File: src/rtl/adder_pkg.sv
// Shared definitions for the pipelined carry-lookahead adder/subtractor.
package adder_pkg;

    localparam int unsigned DEF_WIDTH = 32;
    localparam int unsigned DEF_BLOCK = 8;

    // Opcode values carried on the sub input
    localparam logic OP_ADD = 1'b0;
    localparam logic OP_SUB = 1'b1;

    // Number of lookahead slices, and so the number of pipeline stages
    function automatic int unsigned num_blk(input int unsigned width, input int unsigned block);
        return width / block;
    endfunction

    // Stage payload layout at the default width. The top level declares the
    // same layout sized by its own WIDTH parameter.
    typedef struct packed {
        logic                 valid;
        logic [DEF_WIDTH-1:0] sum_lo;
        logic                 carry;
        logic [DEF_WIDTH-1:0] a_hi;
        logic [DEF_WIDTH-1:0] b_hi;
        logic                 c_msb;
    } stage_t;

endpackage

File: src/rtl/cla_block.sv
// BLOCK-wide combinational carry-lookahead slice (generate/propagate form).
module cla_block #(
    parameter int unsigned BLOCK = 8
) (
    input  logic [BLOCK-1:0] a,
    input  logic [BLOCK-1:0] b,
    input  logic             ci,
    output logic [BLOCK-1:0] s,
    output logic             co,
    output logic             c_msb_in
);

    logic [BLOCK-1:0] g;
    logic [BLOCK-1:0] p;
    logic [BLOCK:0]   c;
    logic             acc;
    logic             prod;

    assign g = a & b;
    assign p = a ^ b;

    // Each carry c[i+1] is the flat OR of g[j] & p[i..j+1] terms plus the
    // fully propagated carry-in, so no carry ripples through the slice.
    always_comb begin
        c    = '0;
        acc  = 1'b0;
        prod = 1'b0;
        c[0] = ci;
        for (int unsigned i = 0; i < BLOCK; i++) begin
            acc  = g[i];
            prod = p[i];
            for (int unsigned n = 0; n < i; n++) begin
                acc  = acc | (prod & g[i-1-n]);
                prod = prod & p[i-1-n];
            end
            acc    = acc | (prod & ci);
            c[i+1] = acc;
        end
    end

    assign s        = p ^ c[BLOCK-1:0];
    assign co       = c[BLOCK];
    assign c_msb_in = c[BLOCK-1];

endmodule

File: src/rtl/pipelined_cla_adder.sv
// Pipelined WIDTH-bit carry-lookahead adder/subtractor, one BLOCK-bit slice
// resolved per stage, with a whole-pipeline valid/ready stall.
module pipelined_cla_adder
    import adder_pkg::*;
#(
    parameter int unsigned WIDTH = 32,
    parameter int unsigned BLOCK = 8
) (
    input  logic             clk,
    input  logic             rst_n,
    input  logic             in_valid,
    output logic             in_ready,
    input  logic [WIDTH-1:0] a,
    input  logic [WIDTH-1:0] b,
    input  logic             cin,
    input  logic             sub,
    output logic             out_valid,
    input  logic             out_ready,
    output logic [WIDTH-1:0] sum,
    output logic             cout,
    output logic             ovf,
    output logic             zero
);

    localparam int unsigned NUM_BLK = num_blk(WIDTH, BLOCK);
    localparam int unsigned LAST    = NUM_BLK - 1;

    if (BLOCK < 1 || BLOCK > 16 || (WIDTH % BLOCK) != 0) begin : g_bad_cfg
        $error("pipelined_cla_adder: WIDTH must be a multiple of BLOCK, BLOCK in 1..16");
    end

    typedef struct packed {
        logic             valid;
        logic [WIDTH-1:0] sum_lo;
        logic             carry;
        logic [WIDTH-1:0] a_hi;
        logic [WIDTH-1:0] b_hi;
        logic             c_msb;
    } pipe_t;

    pipe_t            st  [NUM_BLK];
    pipe_t            src [NUM_BLK];
    pipe_t            nx  [NUM_BLK];
    logic [BLOCK-1:0] blk_s [NUM_BLK];
    logic [NUM_BLK-1:0] blk_co;
    logic [NUM_BLK-1:0] blk_cm;
    logic             advance;
    logic             zero_q;

    assign advance  = !st[LAST].valid || out_ready;
    assign in_ready = rst_n && advance;

    // Stage inputs: operand transform for stage 0, previous register otherwise
    always_comb begin
        for (int unsigned k = 0; k < NUM_BLK; k++) begin
            src[k] = '0;
        end
        if (in_valid) begin
            src[0].valid = 1'b1;
            src[0].carry = (sub == OP_SUB) ? 1'b1 : cin;
            src[0].a_hi  = a;
            src[0].b_hi  = (sub == OP_SUB) ? ~b : b;
        end
        for (int unsigned k = 1; k < NUM_BLK; k++) begin
            src[k] = st[k-1];
        end
    end

    for (genvar gk = 0; gk < NUM_BLK; gk++) begin : g_blk
        cla_block #(.BLOCK(BLOCK)) u_cla (
            .a        (src[gk].a_hi[gk*BLOCK +: BLOCK]),
            .b        (src[gk].b_hi[gk*BLOCK +: BLOCK]),
            .ci       (src[gk].carry),
            .s        (blk_s[gk]),
            .co       (blk_co[gk]),
            .c_msb_in (blk_cm[gk])
        );
    end

    // Next stage contents: merge the slice result into the carried payload
    always_comb begin
        for (int unsigned k = 0; k < NUM_BLK; k++) begin
            nx[k]                           = src[k];
            nx[k].sum_lo[k*BLOCK +: BLOCK]  = blk_s[k];
            nx[k].carry                     = blk_co[k];
            nx[k].c_msb                     = blk_cm[k];
        end
    end

    // Stage registers: whole pipeline shifts together unless output is stalled
    always_ff @(posedge clk) begin
        if (!rst_n) begin
            for (int unsigned k = 0; k < NUM_BLK; k++) begin
                st[k] <= '0;
            end
            zero_q <= 1'b0;
        end else if (advance) begin
            for (int unsigned k = 0; k < NUM_BLK; k++) begin
                st[k] <= nx[k];
            end
            zero_q <= nx[LAST].valid && (nx[LAST].sum_lo == '0);
        end
    end

    assign out_valid = st[LAST].valid;
    assign sum       = st[LAST].sum_lo;
    assign cout      = st[LAST].carry;
    assign ovf       = st[LAST].c_msb ^ st[LAST].carry;
    assign zero      = zero_q;

endmodule

File: config.mk
export PLATFORM = sky130hd
export DESIGN_NAME = pipelined_cla_adder
export DESIGN_NICKNAME = d
export VERILOG_FILES = /design/src/rtl/adder_pkg.sv /design/src/rtl/cla_block.sv /design/src/rtl/pipelined_cla_adder.sv
export SDC_FILE = /design/constraint.sdc
export NUM_CORES = 1
export LEC_CHECK = 0
export BUFFER_PORTS_ARGS = -buffer_cell sky130_fd_sc_hd__buf_2
export CORE_MARGIN = 2
export CORE_UTILIZATION = 53
export DETAILED_ROUTE_END_ITERATION = 16
export PLACE_DENSITY = 0.75
export SLEW_MARGIN = 10
export SYNTH_ARGS = -nofsm -noshare
export SYNTH_HDL_FRONTEND = slang
export SYNTH_HIERARCHICAL = 1
export SYNTH_SLANG_ARGS = --single-unit
File: constraint.sdc
create_clock -name clk -period 5.6 [get_ports clk]
set_clock_uncertainty 0.15 [all_clocks]
set_input_delay 0.56 -clock clk [delete_from_list [all_inputs] [get_ports clk]]
set_output_delay 0.56 -clock clk [all_outputs]
set_load 0.005 [all_outputs]
==> out/summary.txt <==
Routed WL = 13100 um
First-pass GRT wire length = 22200 um
Drt first-iter violations = 282
Fin cells = 967
GRT Resource Usage Total = 0.156
CTS tree = built
Largest net degree at the start of global routing = 186
Final setup TNS = 0 ns
# Post-CTS Setup Buffers = 0
FILL cells = 1296
Slew @ Worst Pin = 0.926 ns
Status = complete, no violations
Post-Synthesis Cells = 668
Share of layout cells above drive strength 1 = 0.224
Arrival @ worst endpoint = 3.06 ns
Rows = 47
Worst path buffer plus inverter count = 1
DR vias/cell = 4.93
Max_cap viols = 0
WL per Instance = 13.6 um
CP Capture Type = register
Min Clock Period, post-route = 3.04 ns
Max Fclk = 0.329 GHz
FF-to-FF setup slack = 2.94 ns
Die X = 135 um
Vias in the first global route = 4630
CP max stage delay = 0.69 ns
Final Hold Fails = 0
Reg clk slew, reported paths = 0.06 ns
Hold_sp = a[27]
Initial Util = 0.543
Final period utilization = 0.543
RR Endpoint = st[0][30]$_SDFFCE_PN0P_
Final setup viols = 0
DRT Pass-1 Iters = 4
Via Count = 4765
Crit-path max FO = 33
Tot Pwr = 3.01 mW
RSZ-0062 raised after global routing = false
IO Pins = 107
Max VDD drop = 0.236 mV
Min-Delay Endpoint = st[0][60]$_SDFFCE_PN0P_
Final ANT Viol Nets = 0
Clk sink count = 186
Required time worst endpoint = 5.62 ns
Die Ht = 135 um
Clock Latency Late Sink = 0.42 ns
Fin. max-slew vios = 0
Min-Delay Path Depth = 2
Initial antenna violation count = 0
Cells on worst reg2reg path = 5
CTS buffer count = 17
Crit path kind = primary input to register
Placed cells = 936
Hold Crit Class = primary input to register
H-tree levels = 4
Headroom to the max-slew limit = 0.382
Total global routing overflow = 0
Port-buffer cells = 106
Synth warn = 6
LEAKAGE = 4.73 nW
DRC Markers = 0
Die Area = 18100 um2
Cts repair resizes = 0
CTS Hold Bufs = 0
Synthesized area per cell = 13.5 um2
Antenna cells = 0
Power per cell area = 300 nW/um2
R2r startpoint = st[0][371]$_SDFFCE_PN0P_
Deepest clock path buffer count = 2
Nets@finish = 845
Syn-to-layout area delta = 11.1%
Core area = 16600 um2
Crit path launch type = primary input
Cell area after synthesis = 9040 um2
Slowest stage cell, crit path = buf_2
Family with the most delay on the worst path = buffers and inverters
Syn_nets = 778
CTS root buf = clkbuf_16
Hpwl dp = 9050 um
Final RePlAce weighted congestion = 0.737
CP cell instances = buf_2, xor2_1, and2_1, ha_1, a21o_1, a21oi_1, a21oi_1, or3_1, and2_1
cell type report:
type                    count  area (um2)  area share
inverters                  10        37.5     0.00374
clock inverters            11         129      0.0128
clock buffers              20         437      0.0435
well taps                 220         275      0.0274
repair buffers            109         566      0.0563
flip-flops and latches    186        5580       0.555
multi-input cells         411        3030       0.301
where the power goes:
group | total [mW] | switching (mW) | internal (mW)
sequential | 1.63 | 0.0232 | 1.61
clock | 1.14 | 0.450 | 0.690
combinational | 0.241 | 0.126 | 0.116
total | 3.01 | 0.599 | 2.41
through the flow:
step	hold WS (ns)	area, um2	utilization	setup slack, ns
2_1_floorplan	0.343	9040	-	0.271
3_3_place_gp	0.326	9480	0.570	2.27
3_5_place_dp	0.352	9480	0.570	2.09
4_1_cts	0.276	10000	0.604	2.55
5_1_grt	0.288	10000	0.604	2.37
6_report	0.297	10000	0.604	2.56
sequential cells by signal, summed over array words and instances (netlist names):
register,count
zero,1
st,185
metal layers:
layer  GRT usage  part of all wire  up-vias  routed length, um
li1            -                 -     2465                  -
met1       0.215              0.47     2164               6140
met2       0.243              0.47      118               6230
met3      0.0372             0.044       18                575
met4      0.0602             0.015        0                202
met5           0                 0        -                  0
how the worst max path moves through the flow:
stage | startpoint | endpoint | cells past startpoint
after floorplan | out_ready | st[0][100]$_SDFFCE_PN0P_ | 2
after global placement | sub | st[0][65]$_SDFFCE_PN0P_ | 9
after detailed placement | sub | st[0][65]$_SDFFCE_PN0P_ | 9
after CTS | sub | st[0][65]$_SDFFCE_PN0P_ | 9
after global routing | sub | st[0][65]$_SDFFCE_PN0P_ | 9
final | sub | st[0][65]$_SDFFCE_PN0P_ | 9
cell usage in the layout (no fill, tap or decap), drive strengths merged, types with 2 or more instances in the layout:
cell	count
inv	10
a221oi	3
xnor2	33
o21ai	5
nand3	4
fa	4
and3	24
ha	36
nor2	37
bufinv	3
nand2	6
buf	109
a211o	3
edfxtp	185
nor2b	2
and2	157
clkbuf	20
and4	7
a21oi	14
a21o	24
a31oi	4
xor2	23
o21a	4
nand4	8
nor4	8
clkinv	7
No activity file was read; power rests on OpenSTA's default activity.
